**src/rtl/instruction_decode.sv**
```systemverilog
// ID stage of the 5-stage MIPS pipeline: register file, decode, j/beq/bne resolution, load-use stall.
// Optional macro WB_BYPASS_EN forwards same-cycle writeback data into register reads.
module instruction_decode #(
    parameter int          RF_DEPTH = 32,
    parameter logic [31:0] NOP_IR   = 32'h0000_0000
) (
    input  logic        clk,
    input  logic        rst,
    input  logic [31:0] PC,
    input  logic [31:0] IR,
    input  logic        wb_en,
    input  logic [4:0]  wb_addr,
    input  logic [31:0] wb_data,
    input  logic        ex_mem_read,
    input  logic [4:0]  ex_rt,
    output logic [31:0] PCout,
    output logic        stall,
    output logic [31:0] id_pc,
    output logic [31:0] rs_data,
    output logic [31:0] rt_data,
    output logic [31:0] imm_ext,
    output logic [4:0]  rs,
    output logic [4:0]  rt,
    output logic [4:0]  rd,
    output logic [5:0]  funct,
    output logic        reg_write,
    output logic        mem_read,
    output logic        mem_write,
    output logic        alu_src,
    output logic        reg_dst
);

    localparam logic [5:0] OP_RTYPE = 6'h00;
    localparam logic [5:0] OP_J     = 6'h02;
    localparam logic [5:0] OP_BEQ   = 6'h04;
    localparam logic [5:0] OP_BNE   = 6'h05;
    localparam logic [5:0] OP_ADDI  = 6'h08;
    localparam logic [5:0] OP_LW    = 6'h23;
    localparam logic [5:0] OP_SW    = 6'h2B;

    logic [31:0] regfile [RF_DEPTH];
    logic        squash;

    logic [5:0]  opcode;
    logic [4:0]  rs_idx;
    logic [4:0]  rt_idx;
    logic [4:0]  rd_idx;
    logic [31:0] sext_imm;
    logic [31:0] rs_val;
    logic [31:0] rt_val;
    logic [31:0] branch_tgt;
    logic [31:0] jump_tgt;
    logic [31:0] next_pcout;

    logic dec_valid;
    logic dec_reg_write;
    logic dec_mem_read;
    logic dec_mem_write;
    logic dec_alu_src;
    logic dec_reg_dst;
    logic reads_rt;

    assign opcode     = IR[31:26];
    assign rs_idx     = IR[25:21];
    assign rt_idx     = IR[20:16];
    assign rd_idx     = IR[15:11];
    assign sext_imm   = {{16{IR[15]}}, IR[15:0]};
    assign branch_tgt = PC + {sext_imm[29:0], 2'b00};
    assign jump_tgt   = {PC[31:28], IR[25:0], 2'b00};

    always_comb begin
        rs_val = (rs_idx == 5'd0) ? 32'd0 : regfile[rs_idx];
        rt_val = (rt_idx == 5'd0) ? 32'd0 : regfile[rt_idx];
`ifdef WB_BYPASS_EN
        if (wb_en && wb_addr != 5'd0 && wb_addr == rs_idx) rs_val = wb_data;
        if (wb_en && wb_addr != 5'd0 && wb_addr == rt_idx) rt_val = wb_data;
`endif
    end

    always_comb begin
        dec_valid     = 1'b0;
        dec_reg_write = 1'b0;
        dec_mem_read  = 1'b0;
        dec_mem_write = 1'b0;
        dec_alu_src   = 1'b0;
        dec_reg_dst   = 1'b0;
        reads_rt      = 1'b0;
        if (IR != NOP_IR) begin
            case (opcode)
                OP_RTYPE: begin
                    dec_valid     = 1'b1;
                    dec_reg_write = 1'b1;
                    dec_reg_dst   = 1'b1;
                    reads_rt      = 1'b1;
                end
                OP_ADDI: begin
                    dec_valid     = 1'b1;
                    dec_reg_write = 1'b1;
                    dec_alu_src   = 1'b1;
                end
                OP_LW: begin
                    dec_valid     = 1'b1;
                    dec_reg_write = 1'b1;
                    dec_mem_read  = 1'b1;
                    dec_alu_src   = 1'b1;
                end
                OP_SW: begin
                    dec_valid     = 1'b1;
                    dec_mem_write = 1'b1;
                    dec_alu_src   = 1'b1;
                    reads_rt      = 1'b1;
                end
                OP_BEQ, OP_BNE: begin
                    dec_valid = 1'b1;
                    reads_rt  = 1'b1;
                end
                OP_J: dec_valid = 1'b1;
                default: dec_valid = 1'b0;
            endcase
        end
    end

    // Squash wins over stall: a wrong-path instruction never holds fetch.
    assign stall = !rst && !squash && ex_mem_read && (ex_rt != 5'd0) &&
                   ((ex_rt == rs_idx) || (reads_rt && ex_rt == rt_idx));

    always_comb begin
        next_pcout = 32'd0;
        if (!squash && !stall && dec_valid) begin
            case (opcode)
                OP_BEQ:  if (rs_val == rt_val) next_pcout = branch_tgt;
                OP_BNE:  if (rs_val != rt_val) next_pcout = branch_tgt;
                OP_J:    next_pcout = jump_tgt;
                default: next_pcout = 32'd0;
            endcase
        end
    end

    // ID/EX boundary
    always_ff @(posedge clk) begin
        if (rst) begin
            for (int i = 0; i < RF_DEPTH; i++) regfile[i] <= 32'd0;
            squash    <= 1'b0;
            PCout     <= 32'd0;
            id_pc     <= 32'd0;
            rs_data   <= 32'd0;
            rt_data   <= 32'd0;
            imm_ext   <= 32'd0;
            rs        <= 5'd0;
            rt        <= 5'd0;
            rd        <= 5'd0;
            funct     <= 6'd0;
            reg_write <= 1'b0;
            mem_read  <= 1'b0;
            mem_write <= 1'b0;
            alu_src   <= 1'b0;
            reg_dst   <= 1'b0;
        end else begin
            if (wb_en && wb_addr != 5'd0) regfile[wb_addr] <= wb_data;
            PCout  <= next_pcout;
            squash <= (next_pcout != 32'd0);
            if (squash || stall || !dec_valid) begin
                id_pc     <= 32'd0;
                rs_data   <= 32'd0;
                rt_data   <= 32'd0;
                imm_ext   <= 32'd0;
                rs        <= 5'd0;
                rt        <= 5'd0;
                rd        <= 5'd0;
                funct     <= 6'd0;
                reg_write <= 1'b0;
                mem_read  <= 1'b0;
                mem_write <= 1'b0;
                alu_src   <= 1'b0;
                reg_dst   <= 1'b0;
            end else begin
                id_pc     <= PC;
                rs_data   <= rs_val;
                rt_data   <= rt_val;
                imm_ext   <= sext_imm;
                rs        <= rs_idx;
                rt        <= rt_idx;
                rd        <= rd_idx;
                funct     <= IR[5:0];
                reg_write <= dec_reg_write;
                mem_read  <= dec_mem_read;
                mem_write <= dec_mem_write;
                alu_src   <= dec_alu_src;
                reg_dst   <= dec_reg_dst;
            end
        end
    end

endmodule

```
**config.mk**
```make
export PLATFORM = sky130hd
export DESIGN_NAME = instruction_decode
export DESIGN_NICKNAME = d
export VERILOG_FILES = /design/src/rtl/instruction_decode.sv
export SDC_FILE = /design/constraint.sdc
export NUM_CORES = 2
export LEC_CHECK = 0
export CORE_ASPECT_RATIO = 1.2
export CORE_MARGIN = 2
export CORE_UTILIZATION = 50
export DETAILED_ROUTE_END_ITERATION = 10
export HOLD_SLACK_MARGIN = 0.05
export PLACE_DENSITY = 0.66
export SETUP_SLACK_MARGIN = 0.2
export SYNTH_ARGS = -nofsm -noshare
export SYNTH_HDL_FRONTEND = slang
export SYNTH_SLANG_ARGS = --single-unit
```
**constraint.sdc**
```tcl
create_clock -name clk -period 5.28 [get_ports clk]
set_input_delay 1.056 -clock clk [delete_from_list [all_inputs] [get_ports clk]]
set_output_delay 1.056 -clock clk [all_outputs]
set_load 0.02 [all_outputs]
```
* Word-level counts from Yosys, hierarchy flattened
Memory sizes are Yosys's and may differ from the RTL's.
Index checks and enable logic that the tools add are counted.
** Cells by class
- $add $sub $neg :: 1
- Equality and inequality tests :: 10
- Mux-type cells :: 23
- Bitwise operators :: 1
- Reductions and logical operators :: 29
** Operators with widths (count)
- $mux W32 :: 6
- $pmux W32 S3 :: 1
- $reduce_bool A32 Y1 :: 2
- $add A32 B32 Y32 :: 1
- $eq A32 B32 Y1 :: 1
- $ne A32 B32 Y1 :: 1
- $reduce_or A32 Y1 :: 1
- $mux W1 :: 15
- $eq A6 B3 Y1 const B :: 2
- $eq A6 B6 Y1 const B :: 2
- $eq A5 B5 Y1 :: 2
- $logic_not A5 Y1 :: 2
- $reduce_bool A5 Y1 :: 2
- $reduce_or A3 Y1 :: 3
- $logic_and A1 B1 Y1 :: 8
- $reduce_or A7 Y1 :: 1
- $eq A6 B2 Y1 const B :: 1
- $eq A6 B4 Y1 const B :: 1
- $logic_not A6 Y1 :: 1
- $mux W5 :: 1
- $logic_not A1 Y1 :: 4
- $reduce_or A4 Y1 :: 1
- $logic_or A1 B1 Y1 :: 3
- $reduce_or A2 Y1 :: 1
- $not A1 Y1 :: 1
** Storage, ports and cells
- Register bits :: 171
- Memory bits (writable) :: 1024
- Input port bits :: 110
- Output and inout port bits :: 187
- Memories :: 1
** Memory list
- regfile :: depth 32, width 32, read ports 2, clocked after Yosys merged registers in 0, wr ports 32, line 41 : logic [31:0] regfile [RF_DEPTH];

* Depth between registers and ports, before layout
- Depth in word-level cells :: 12
- Gate-level depth with buffers :: 19

* Worst setup path after synthesis
Ideal clock, no wire load.
- Path kind :: input -> register
- Start :: in IR[21]
- End :: reg squash
- Arrival :: 4.355 ns
- Data required time :: 5.199 ns
- Path slack :: 0.844 ns
- Stages on the path :: 15
- Path through :: buf_6 buf_6 buf_2 buf_2 mux4_2 a22oi_1 nand2_1 a22oi_1 xnor2_1 nand4_1 nor4_2 mux2i_2 nand2b_1 o211a_1 a41oi_1
** On the way
- Cells in the longest elaborated chain, start to end :: 10
- Elaborated cells on any way between the ends :: 20
- Those cells by class :: eq/ne: 3; mux: 7; reduce/logical: 9; memory: 1
** Ends and longest elaborated chain
- from (decl) :: line 10 : input logic [31:0] IR,
- branches (longest 8 deep; another with $mem_v2 Z32 W32)
- $mux W32 * :: line 129 : if (!squash && !stall && dec_valid) begin
- $reduce_bool A32 Y1 * :: line 161 : squash <= (next_pcout != 32'd0);
- to (signal assigned) :: line 161
- to (decl) :: line 42 : logic squash;
Mark *: on every way between the ends.
A chain may end at the register's enable or synchronous reset.

* Worst setup path after layout
Ends and elaborated chain as after synthesis.

==> parameters.txt <==
Parameter                              Value

Synth
  Count of state elements after synthesis ... 1184
  Number of enable flip-flop cells after synthesis ... 1024
  Leading register cell type out of synthesis ... sky130_fd_sc_hd__edfxtp_1
  Share of synthesized area occupied by flip-flops and latches ... 0.5520
  Proportion of netlist area held by the largest area contributor ... 0.4999
  Count of synthesis-stage warnings from yosys ... 0
  Yosys cell types ... 80
  Largest cells by area after synthesis ... sky130_fd_sc_hd__edfxtp_1 (50%), sky130_fd_sc_hd__mux4_2 (16%), sky130_fd_sc_hd__and2_1 (11%), sky130_fd_sc_hd__dfxtp_1 (5.2%), sky130_fd_sc_hd__mux2i_1 (3.5%)
  Cell type with the highest aggregate area in the netlist ... sky130_fd_sc_hd__edfxtp_1
  Mapped Cells ... 4355
  Post-Synthesis Cell Area ... 61510 um2
  Mean instance size in the synthesized netlist ... 14.12 um2
  Asr flop ratio synth ... 0

Job
  Number of max-cap violations ... 0

Timing
  Worst Skew ... 0.02874 ns
  Post-layout worst setup margin ... 0.2897 ns
  Highest achievable clock rate ... 200.4 MHz
  Final max-slew violation count ... 0
  Slew of the pin with the lowest slew margin ... 1.299 ns
  Final Hold Vio Count ... 0
  Final worst path period share ... 0.9451
  Slew HR ... 0.1311
  Final critical-path required period ... 4.990 ns
  RSZ-0062 raised after global routing ... no
  Final Setup Violations ... 0

Placement
  Worst slack at placement ... -0.4994 ns
  Count of input and output buffers ... 296
  Area of placed instances ... 68540 um2
  Routability congestion estimate ... 0.9505
  Dpl hpwl ... 148500 um

Global route
  Total overflow reported by the global router ... 0
  Pin count of the biggest net entering global routing ... 65
  Number of antenna violations at the first check in global routing ... 12
  Overall routing resource usage ... 0.3538
  First-pass GRT wire length ... 310900 um
  Number of global-route vias before repair ... 42320

Clocking
  Total CTS buffers ... 118
  Clk Tree Root Cell ... sky130_fd_sc_hd__clkbuf_16
  Maximum buffer depth of the clock tree ... 3
  Number of buffers added to fix hold violations after cts ... 0
  Clock tree from TritonCTS ... done
  Post-CTS setup buffer count ... 0
  Clock latency at the later pin of the worst-skew pair ... 0.76 ns
  Clock transition at the registers of the reported paths ... 0.06 ns
  Number of levels the H-tree was split into ... 3
  Clock Sink Count ... 1184
  Quantity of gates resized following cts ... 0

Cells and area
  Filler instances ... 9391
  Most common library cell in the layout ignoring fill and taps ... sky130_fd_sc_hd__and2_1
  Leading cell types in the layout, fill and taps excluded ... sky130_fd_sc_hd__and2_1 (1070), sky130_fd_sc_hd__edfxtp_1 (1024), sky130_fd_sc_hd__mux4_2 (448), sky130_fd_sc_hd__buf_4 (368), sky130_fd_sc_hd__clkdlybuf4s50_1 (286)
  Layout area overhead ... 17.69%
  Design Area, Final ... 72390 um2
  Share of post-route cells with drive strength above 1 ... 0.2396
  Post-layout nets ... 4927

Die
  Starting density of the core ... 0.5053
  Floorplan core area ... 121700 um2
  Std cell rows ... 140
  Top Ports ... 297
  Die width ... 324.2 um
  Die height ... 388.2 um
  Die area ... 125900 um2

Critical path
  Largest fanout of any net on the critical path ... 15
  Reg2reg end ... squash
  Sequence of cells on the critical path ... buf_8 > buf_12 > buf_12 > buf_4 > mux4_2 > mux2i_1 > o21ai_0 > o21ai_1 > buf_4 > xnor2_1 > nand4_1 > nor4_2 > buf_4 > mux2i_2 > buf_4 > nand2b_1 > o211a_1 > a41oi_1
  Arr. time, crit path ... 5.65 ns
  Critical Path End Type ... flop
  Depth of the critical timing path with buffers and inverters included ... 18
  Launching instance or port of the critical path ... IR[21]
  Max stage delay on crit path ... 0.52 ns
  CP dominant cell by count ... sky130_fd_sc_hd__buf_4
  Worst Reg2Reg Path Length in Cells ... 17
  Cell with the biggest individual delay on the critical path ... sky130_fd_sc_hd__mux4_2
  End point of the critical path ... squash
  Crit path buf inv count ... 7
  Critical path required time ... 5.94 ns
  Worst Path Class, Setup ... in2reg
  Startpoint types ... input pin
  Gate family responsible for the most delay along the worst path ... buffers and inverters
  Beginning of the worst register-to-register path ... regfile[3][25]
  Worst reg-to-reg setup slack ... 0.83 ns

Min path
  Hold Path Cell Cnt ... 3
  Worst min path class ... in2reg

Power and ir drop
  Worst IR drop on VDD ... 0.0002938 V
  Leakage component of the power ... 25.92 nW
  Pwr Density ... 311.7 nW/um2

Drt
  Final ANT Viol Nets ... 0
  DRC violations left ... 0
  Iteration-0 DRC count of the detailed router ... 6182
  DRT Pass-1 Iters ... 6
  Average wire length per cell after detail routing ... 34.22 um
  Total via count in the routed design ... 42740
  Vias per Instance ... 6.550
  Final WL ... 223300 um

Run status
  Outcome ... finished clean
## worst min path at each step
stage	start	to	slack (ns)
finish	IR[23]	PCout[25]	0.80
global route	IR[23]	PCout[25]	0.83
floorplan	regfile[16][4]	rs_data[4]	0.72
detailed placement	regfile[11][20]	rt_data[20]	0.94
global placement	regfile[10][20]	rt_data[20]	0.94
CTS	IR[23]	PCout[25]	0.75
## worst register-to-register path: cells and delay by family (launching register included)
kind            cells  cell delay [ns]
compound gates      5             1.36
xor+xnor            1             0.23
buf+inv             5             0.90
flops               1             0.38
mux                 2             0.75
simple gates        4             0.72
## area by class of cell
cell class,instances,area [um2],area share
sequential,1184,33950,0.4690
timing repair buffer,716,6778,0.09362
clock inverter,47,377.9,0.005219
multi-input combinational,2752,25710,0.3552
clock buffer,170,3451,0.04767
tap,1633,2043,0.02822
antenna,8,20.02,0.0002765
inverter,15,57.56,0.0007950
## routing by layer
layer  wire [um]  global-route usage  share of wire  up-vias
met2      104800              0.5629           0.47     3107
met4       14470              0.2061          0.065        4
li1            -                   -              -    17280
met3       27530             0.08789           0.12      641
met1       76440              0.4390           0.34    21710
met5          26                   0        0.00012        -
## where the power goes
| part | internal (mW) | total [mW] | leakage (nW) | switching, mW |
|---|---|---|---|---|
| clock network | 4.68 | 8.42 | 1.90 | 3.74 |
| logic | 1.39 | 3.29 | 13.0 | 1.90 |
| registers | 10.6 | 10.9 | 11.0 | 0.235 |
## synthesized netlist by cell type, types with 8 or more instances
| cell | instances |
|---|---|
| sky130_fd_sc_hd__a22oi_1 | 142 |
| sky130_fd_sc_hd__a31oi_1 | 18 |
| sky130_fd_sc_hd__and2_1 | 1070 |
| sky130_fd_sc_hd__xnor2_1 | 39 |
| sky130_fd_sc_hd__nor2_1 | 175 |
| sky130_fd_sc_hd__dfxtp_1 | 160 |
| sky130_fd_sc_hd__or2_2 | 37 |
| sky130_fd_sc_hd__a221oi_1 | 18 |
| sky130_fd_sc_hd__mux4_2 | 448 |
| sky130_fd_sc_hd__buf_2 | 42 |
| sky130_fd_sc_hd__nor2b_1 | 18 |
| sky130_fd_sc_hd__xor2_1 | 22 |
| sky130_fd_sc_hd__or3_1 | 12 |
| sky130_fd_sc_hd__clkbuf_1 | 281 |
| sky130_fd_sc_hd__o22ai_1 | 50 |
| sky130_fd_sc_hd__a22o_1 | 13 |
| sky130_fd_sc_hd__o21ai_0 | 31 |
| sky130_fd_sc_hd__buf_4 | 52 |
| sky130_fd_sc_hd__o21ai_1 | 8 |
| sky130_fd_sc_hd__nor4_1 | 14 |
| sky130_fd_sc_hd__ha_1 | 29 |
| sky130_fd_sc_hd__o21a_1 | 12 |
| sky130_fd_sc_hd__nand3_1 | 51 |
| sky130_fd_sc_hd__buf_1 | 26 |
| sky130_fd_sc_hd__mux2i_1 | 215 |
| sky130_fd_sc_hd__a211oi_1 | 10 |
| sky130_fd_sc_hd__edfxtp_1 | 1024 |
| sky130_fd_sc_hd__inv_1 | 13 |
| sky130_fd_sc_hd__and3_1 | 10 |
| sky130_fd_sc_hd__nor3_1 | 31 |
| sky130_fd_sc_hd__a21oi_1 | 52 |
| sky130_fd_sc_hd__nand4_1 | 9 |
| sky130_fd_sc_hd__nand2_1 | 67 |
| sky130_fd_sc_hd__mux2_2 | 13 |
| sky130_fd_sc_hd__buf_6 | 28 |
| sky130_fd_sc_hd__nand2b_1 | 8 |
## kinds of logic after synthesis
| family | synth area share |
|---|---|
| buffers and inverters | 0.03641 |
| AO/OA/AOI/OAI | 0.04713 |
| other | 0.00006097 |
| multiplexers | 0.2029 |
| adder cells (fa/ha/maj) | 0.006224 |
| XOR/XNOR | 0.008686 |
| AND/OR/NAND/NOR | 0.1466 |
| flip-flops | 0.5520 |
## stage by stage
stage               power (mW)  hold slack (ns)  std cells  setup TNS, ns  utilization
CTS                      22.51           0.7501       6517              0       0.5945
detailed placement       14.24           0.9409       6300         -11.49       0.5630
floorplan                12.72           0.7232       4386              0            -
global placement         14.20           0.9448       6300         -11.22       0.5630
finish                   22.56           0.7959       6525              0       0.5947
global route             23.05           0.8289       6519              0       0.5945
## state kept, by name, indices dropped and copies added (netlist names)
register   count
rs             5
mem_write      1
alu_src        1
reg_dst        1
mem_read       1
id_pc         32
rt             5
PCout         32
imm_ext       16
rt_data       32
rs_data       32
regfile     1024
squash         1
reg_write      1
(Power assumes the default switching activity.)
